`config.mk`:
```
export PLATFORM = sky130hd
export DESIGN_NAME = mips_cpu_hilo_muldiv
export DESIGN_NICKNAME = d
export VERILOG_FILES = /design/src/rtl/mips_cpu_hilo_muldiv.sv
export SDC_FILE = /design/constraint.sdc
export NUM_CORES = 1
export LEC_CHECK = 0
export CAP_MARGIN = 40
export CORE_MARGIN = 3
export CORE_UTILIZATION = 55
export DETAILED_ROUTE_END_ITERATION = 8
export GPL_TIMING_DRIVEN = 0
export PLACE_DENSITY_LB_ADDON = 0.12
export SLEW_MARGIN = 10
export SYNTH_ARGS = -nofsm -noshare
export SYNTH_HDL_FRONTEND = slang
export SYNTH_SLANG_ARGS = --single-unit
```
`constraint.sdc`:
```
create_clock -name clk_i -period 6.58 [get_ports clk_i]
set_input_delay 1.316 -clock clk_i [delete_from_list [all_inputs] [get_ports clk_i]]
set_output_delay 1.316 -clock clk_i [all_outputs]
set_load 0.005 [all_outputs]
```
`src/rtl/mips_cpu_hilo_muldiv.sv`:
```
// Iterative multiply/divide unit owning the architectural HI/LO pair.
// One shift-add or restoring shift-subtract step per cycle on operand magnitudes, then sign fix-up.
module mips_cpu_hilo_muldiv #(
  parameter int unsigned WIDTH = 32
) (
  input  logic             clk_i,
  input  logic             rst_ni,
  input  logic             start_i,
  input  logic [2:0]       op_i,
  input  logic [WIDTH-1:0] a_i,
  input  logic [WIDTH-1:0] b_i,
  output logic             busy_o,
  output logic             done_o,
  output logic [WIDTH-1:0] hi_o,
  output logic [WIDTH-1:0] lo_o
);

  localparam int unsigned CntW = (WIDTH > 1) ? $clog2(WIDTH) : 1;

  typedef enum logic [1:0] {StIdle, StRun, StFix} state_e;

  state_e            state_q, state_d;
  logic [CntW-1:0]   cnt_q, cnt_d;
  logic [WIDTH-1:0]  acc_hi_q, acc_hi_d;
  logic [WIDTH-1:0]  acc_lo_q, acc_lo_d;
  logic [WIDTH-1:0]  opnd_q, opnd_d;
  logic              is_div_q, is_div_d;
  logic              neg_res_q, neg_res_d;
  logic              neg_rem_q, neg_rem_d;
  logic              div0_q, div0_d;
  logic              done_q, done_d;
  logic [WIDTH-1:0]  hi_q, hi_d;
  logic [WIDTH-1:0]  lo_q, lo_d;

  // Operand magnitudes for the signed ops (MULT/DIV have op_i[0] clear)
  logic             a_neg, b_neg;
  logic [WIDTH-1:0] a_mag, b_mag;
  assign a_neg = ~op_i[0] & a_i[WIDTH-1];
  assign b_neg = ~op_i[0] & b_i[WIDTH-1];
  assign a_mag = a_neg ? -a_i : a_i;
  assign b_mag = b_neg ? -b_i : b_i;

  // Multiply: acc_lo holds the remaining multiplier bits, product shifts right into it
  logic [WIDTH:0] mul_sum;
  assign mul_sum = {1'b0, acc_hi_q} + {1'b0, (acc_lo_q[0] ? opnd_q : {WIDTH{1'b0}})};

  // Divide: acc_hi is the partial remainder, acc_lo shifts dividend out and quotient in
  logic [WIDTH:0]   div_shift;
  logic [WIDTH-1:0] div_diff;
  assign div_shift = {acc_hi_q, acc_lo_q[WIDTH-1]};
  assign div_diff  = div_shift[WIDTH-1:0] - opnd_q;

  logic [2*WIDTH-1:0] prod;
  assign prod = {acc_hi_q, acc_lo_q};

  always_comb begin
    state_d   = state_q;
    cnt_d     = cnt_q;
    acc_hi_d  = acc_hi_q;
    acc_lo_d  = acc_lo_q;
    opnd_d    = opnd_q;
    is_div_d  = is_div_q;
    neg_res_d = neg_res_q;
    neg_rem_d = neg_rem_q;
    div0_d    = div0_q;
    done_d    = 1'b0;
    hi_d      = hi_q;
    lo_d      = lo_q;

    unique case (state_q)
      StIdle: begin
        if (start_i) begin
          unique case (op_i)
            3'd0, 3'd1, 3'd2, 3'd3: begin
              acc_hi_d  = '0;
              acc_lo_d  = a_mag;
              opnd_d    = b_mag;
              cnt_d     = '0;
              is_div_d  = op_i[1];
              neg_res_d = a_neg ^ b_neg;
              neg_rem_d = a_neg;
              div0_d    = op_i[1] & (b_i == '0);
              state_d   = StRun;
            end
            3'd4:    hi_d = a_i;
            3'd5:    lo_d = a_i;
            default: ;
          endcase
        end
      end
      StRun: begin
        if (is_div_q) begin
          if (div_shift >= {1'b0, opnd_q}) begin
            acc_hi_d = div_diff;
            acc_lo_d = {acc_lo_q[WIDTH-2:0], 1'b1};
          end else begin
            acc_hi_d = div_shift[WIDTH-1:0];
            acc_lo_d = {acc_lo_q[WIDTH-2:0], 1'b0};
          end
        end else begin
          acc_hi_d = mul_sum[WIDTH:1];
          acc_lo_d = {mul_sum[0], acc_lo_q[WIDTH-1:1]};
        end
        cnt_d = cnt_q + CntW'(1);
        if (cnt_q == CntW'(WIDTH - 1)) begin
          state_d = StFix;
        end
      end
      StFix: begin
        if (is_div_q) begin
          // Divide by zero leaves the all-ones quotient unnegated; remainder is then |A| re-signed
          lo_d = (neg_res_q && !div0_q) ? -acc_lo_q : acc_lo_q;
          hi_d = neg_rem_q ? -acc_hi_q : acc_hi_q;
        end else begin
          {hi_d, lo_d} = neg_res_q ? -prod : prod;
        end
        done_d  = 1'b1;
        state_d = StIdle;
      end
      default: state_d = StIdle;
    endcase
  end

  always_ff @(posedge clk_i or negedge rst_ni) begin
    if (!rst_ni) begin
      state_q   <= StIdle;
      cnt_q     <= '0;
      acc_hi_q  <= '0;
      acc_lo_q  <= '0;
      opnd_q    <= '0;
      is_div_q  <= 1'b0;
      neg_res_q <= 1'b0;
      neg_rem_q <= 1'b0;
      div0_q    <= 1'b0;
      done_q    <= 1'b0;
      hi_q      <= '0;
      lo_q      <= '0;
    end else begin
      state_q   <= state_d;
      cnt_q     <= cnt_d;
      acc_hi_q  <= acc_hi_d;
      acc_lo_q  <= acc_lo_d;
      opnd_q    <= opnd_d;
      is_div_q  <= is_div_d;
      neg_res_q <= neg_res_d;
      neg_rem_q <= neg_rem_d;
      div0_q    <= div0_d;
      done_q    <= done_d;
      hi_q      <= hi_d;
      lo_q      <= lo_d;
    end
  end

  assign busy_o = (state_q != StIdle);
  assign done_o = done_q;
  assign hi_o   = hi_q;
  assign lo_o   = lo_q;

endmodule

```
==> impl_metrics.ini <==
[finish]
drive_gt1_share_pct = 4.57
final_nets = 2120
area_delta_synth_final_pct = 16.6
fill_cells = 2234
final_util_pct = 66.1
diodes = 0
final_cells = 2321

[critical_path]
required_ns = 6.88
r2r_setup_slack_ns = 2.10
endpoint_kind = flop
critical_path_class = reg -> reg
start_kind = flop
path_max_fanout = 10
arrival_ns = 4.79

[timing]
holdWs_ns = 0.510
max_slew.worst_pin.slew_ns = 0.936
setup_violations = 0
skew_ns = 0.0188
finalCritPeriodShare_pct = 68.2
clock.fmax_ghz = 0.223
tns_ns = 0
slew_headroom_pct = 37.0
hold_viol = 0
rsz0062_at_grt = no
period_minus_slack_ns = 4.48
slew_viol_final = 0

[clocking]
numCtsBuffers = 17
clockBufferDepth = 2
cts_tree = done
hold_buffers = 0
post_cts_buffers = 0
clock-sinks = 172
cts-root-buf = clkbuf_16
clock_latency_ns = 0.45
h-tree-depth = 4
clkTransAtPathRegs_ns = 0.08
cts_resized = 0

[yosys]
syn-instance-count = 1822
async_flop_share_pct = 100
syn-cell-area_um2 = 14400
ys_types = 82
ys_warn_count = 0
yosys.area.top_type = dfrtp_1
ys_ff_latch = 172
yosys.area.top_type_share_pct = 29.8
synth.avg_cell_area_um2 = 7.93
ys_seq_area_share_pct = 29.8
syn-num-nets = 1964
synth_edf_count = 0
synth_top_flop_cell = dfrtp_1
synth.area.top_cells = dfrtp_1, o21ai_0, ha_1, a21oi_1, mux2i_1

[grt]
antenna_found_initial = 0
first_global_vias = 14100
grt.overflow.total = 0
grt_pass1_wl_mm = 75.6
grt_use_total_pct = 33.5
grt_max_degree = 97

[detailed_routing]
drc = 0
drt-initial-drc-count = 1109
final_antenna_net_count = 0
wire_per_inst_um = 20.9
first_pass_iters = 6
vias_per_cell = 6.25
vias = 14500
drt_wl_total_mm = 48.6

[power_and_ir_drop]
power.density_nw_per_um2 = 598
vdd.ir_drop.worst_mv = 0.246
p_leak_nw = 6.99

[die]
die_w_um = 168
rows = 58
ioPinCount = 136
die_h_um = 168
die_area_um2 = 28200
start_util_pct = 56.7
core-area_um2 = 25500

[placed_design]
io_buffers = 134
gp_congestion = 0.954
dpl.cell_count = 2289
hpwl_mm = 38.3

[run]
drv_cap = 0

[hold_path]
holdCritPathClass = reg -> reg

[run_status]
status = finished clean
==> cell usage in the layout, fill, tap and decap left out, drive strengths merged, types with 24 or more instances in the layout <==
master / Yosys / layout
buf: 23 / 27
clkbuf: 87 / 104
xnor2: 87 / 87
inv: 66 / 75
and3: 24 / 24
nor3: 30 / 30
a21o: 28 / 28
a21oi: 169 / 169
ha: 70 / 70
dfrtp: 172 / 172
clkdlybuf4s50: 0 / 133
xor2: 79 / 79
o21ai: 211 / 211
nand2: 200 / 200
mux2i: 83 / 83
nand3: 31 / 31
nor2: 159 / 159
==> where the power goes <==
group | internal [mW] | total (mW) | switching [mW]
Combinational | 2.85 | 6.77 | 3.92
Clock | 0.512 | 1.04 | 0.529
Sequential | 1.61 | 2.25 | 0.648
Total | 4.97 | 10.1 | 5.09
==> worst paths after layout <==
kind	start	end	cells past startpoint
setup / recovery	acc_lo_q[0]	acc_hi_q[31]	13
hold / removal	cnt_q[4]	cnt_q[4]	1
setup reg to reg	acc_lo_q[0]	acc_hi_q[31]	13
hold reg to reg	cnt_q[4]	cnt_q[4]	1
max in group asynchronous	rst_ni	opnd_q[22]	2
min in group asynchronous	rst_ni	lo_o[9]	1
==> synth_stat cells, drive strengths merged, types with 3 or more instances <==
cell,count
mux2i,83
clkbuf,87
dfrtp,172
o21bai,7
and2,7
o31ai,14
a21o,28
buf,23
nor3b,4
a21boi,4
a211oi,10
a211o,4
nand3b,5
o22ai,13
o21a,4
o211ai,11
nand2b,18
o221ai,10
a22o,3
o41ai,14
a21oi,169
a32oi,4
xor2,79
xnor2,87
a31o,4
inv,66
nand3,31
and3,24
nor2b,10
o2111ai,5
o21ai,211
a22oi,21
nor3,30
nand4,15
or4,13
mux2,6
a31oi,21
ha,70
nand2,200
or3,21
or2,12
nor2,159
nor4,18
==> logic make-up (layout without fill, tap and decap cells) <==
kind of cell    count (synthesis)  after routing  share of synthesized area [%]
buf+inv                       176            345                           4.75
compound gates                574            574                           23.8
fa+ha+maj                      72             72                           6.34
xor+xnor                      166            166                           10.1
simple gates                  573            573                           19.0
mux                            89             89                           6.22
flops                         172            172                           29.8
==> area by class of cell <==
cell class              count  area (um2)  share of cell area [%]
plain buffers             110         438                    2.60
clock buffers              17         425                    2.53
clock inverters            15         163                   0.966
inverters                  66         248                    1.47
multi-input cells        1474        9450                    56.1
flip-flops and latches    172        4300                    25.6
well taps                 330         413                    2.45
repair buffers            137        1390                    8.27
==> per-layer routing <==
layer / vias up / wire [um] / GRT usage, %
li1: 6864 / - / -
met1: 6855 / 19500 / 42.1
met2: 651 / 23400 / 57.7
met3: 130 / 3580 / 4.72
met4: 0 / 2130 / 14.5
met5: - / 0 / 0
==> worst max-delay path, cell delays in order (launching register included) <==
cell       delay, ns
dfrtp_1         0.50
inv_1           0.30
clkbuf_1        0.48
nor2_1          0.13
ha_1            0.36
nor2b_1         0.17
o31ai_1         0.35
a21oi_1         0.21
o2111ai_1       0.37
a21oi_1         0.23
o21ai_1         0.32
o21ai_0         0.16
a2111oi_0       0.58
o41ai_1         0.16
==> state kept, by name, summed over array words and instances, names as in the netlist <==
| signal | count |
|---|---|
| is_div_q | 1 |
| neg_res_q | 1 |
| acc_lo_q | 32 |
| hi_o | 32 |
| state_q | 2 |
| div0_q | 1 |
| opnd_q | 32 |
| neg_rem_q | 1 |
| done_o | 1 |
| acc_hi_q | 32 |
| cnt_q | 5 |
| lo_o | 32 |
==> per-stage QoR <==
stage	area [um2]	worst slack (ns)	power, mW
6_report	16800	2.10	10.1
5_1_grt	16800	1.97	10.8
4_1_cts	16800	2.23	9.94
3_5_place_dp	16200	2.03	8.89
3_3_place_gp	16200	-2.92	8.75
2_1_floorplan	14400	2.98	6.79
Note: power is estimated with default switching activity, not from simulation.
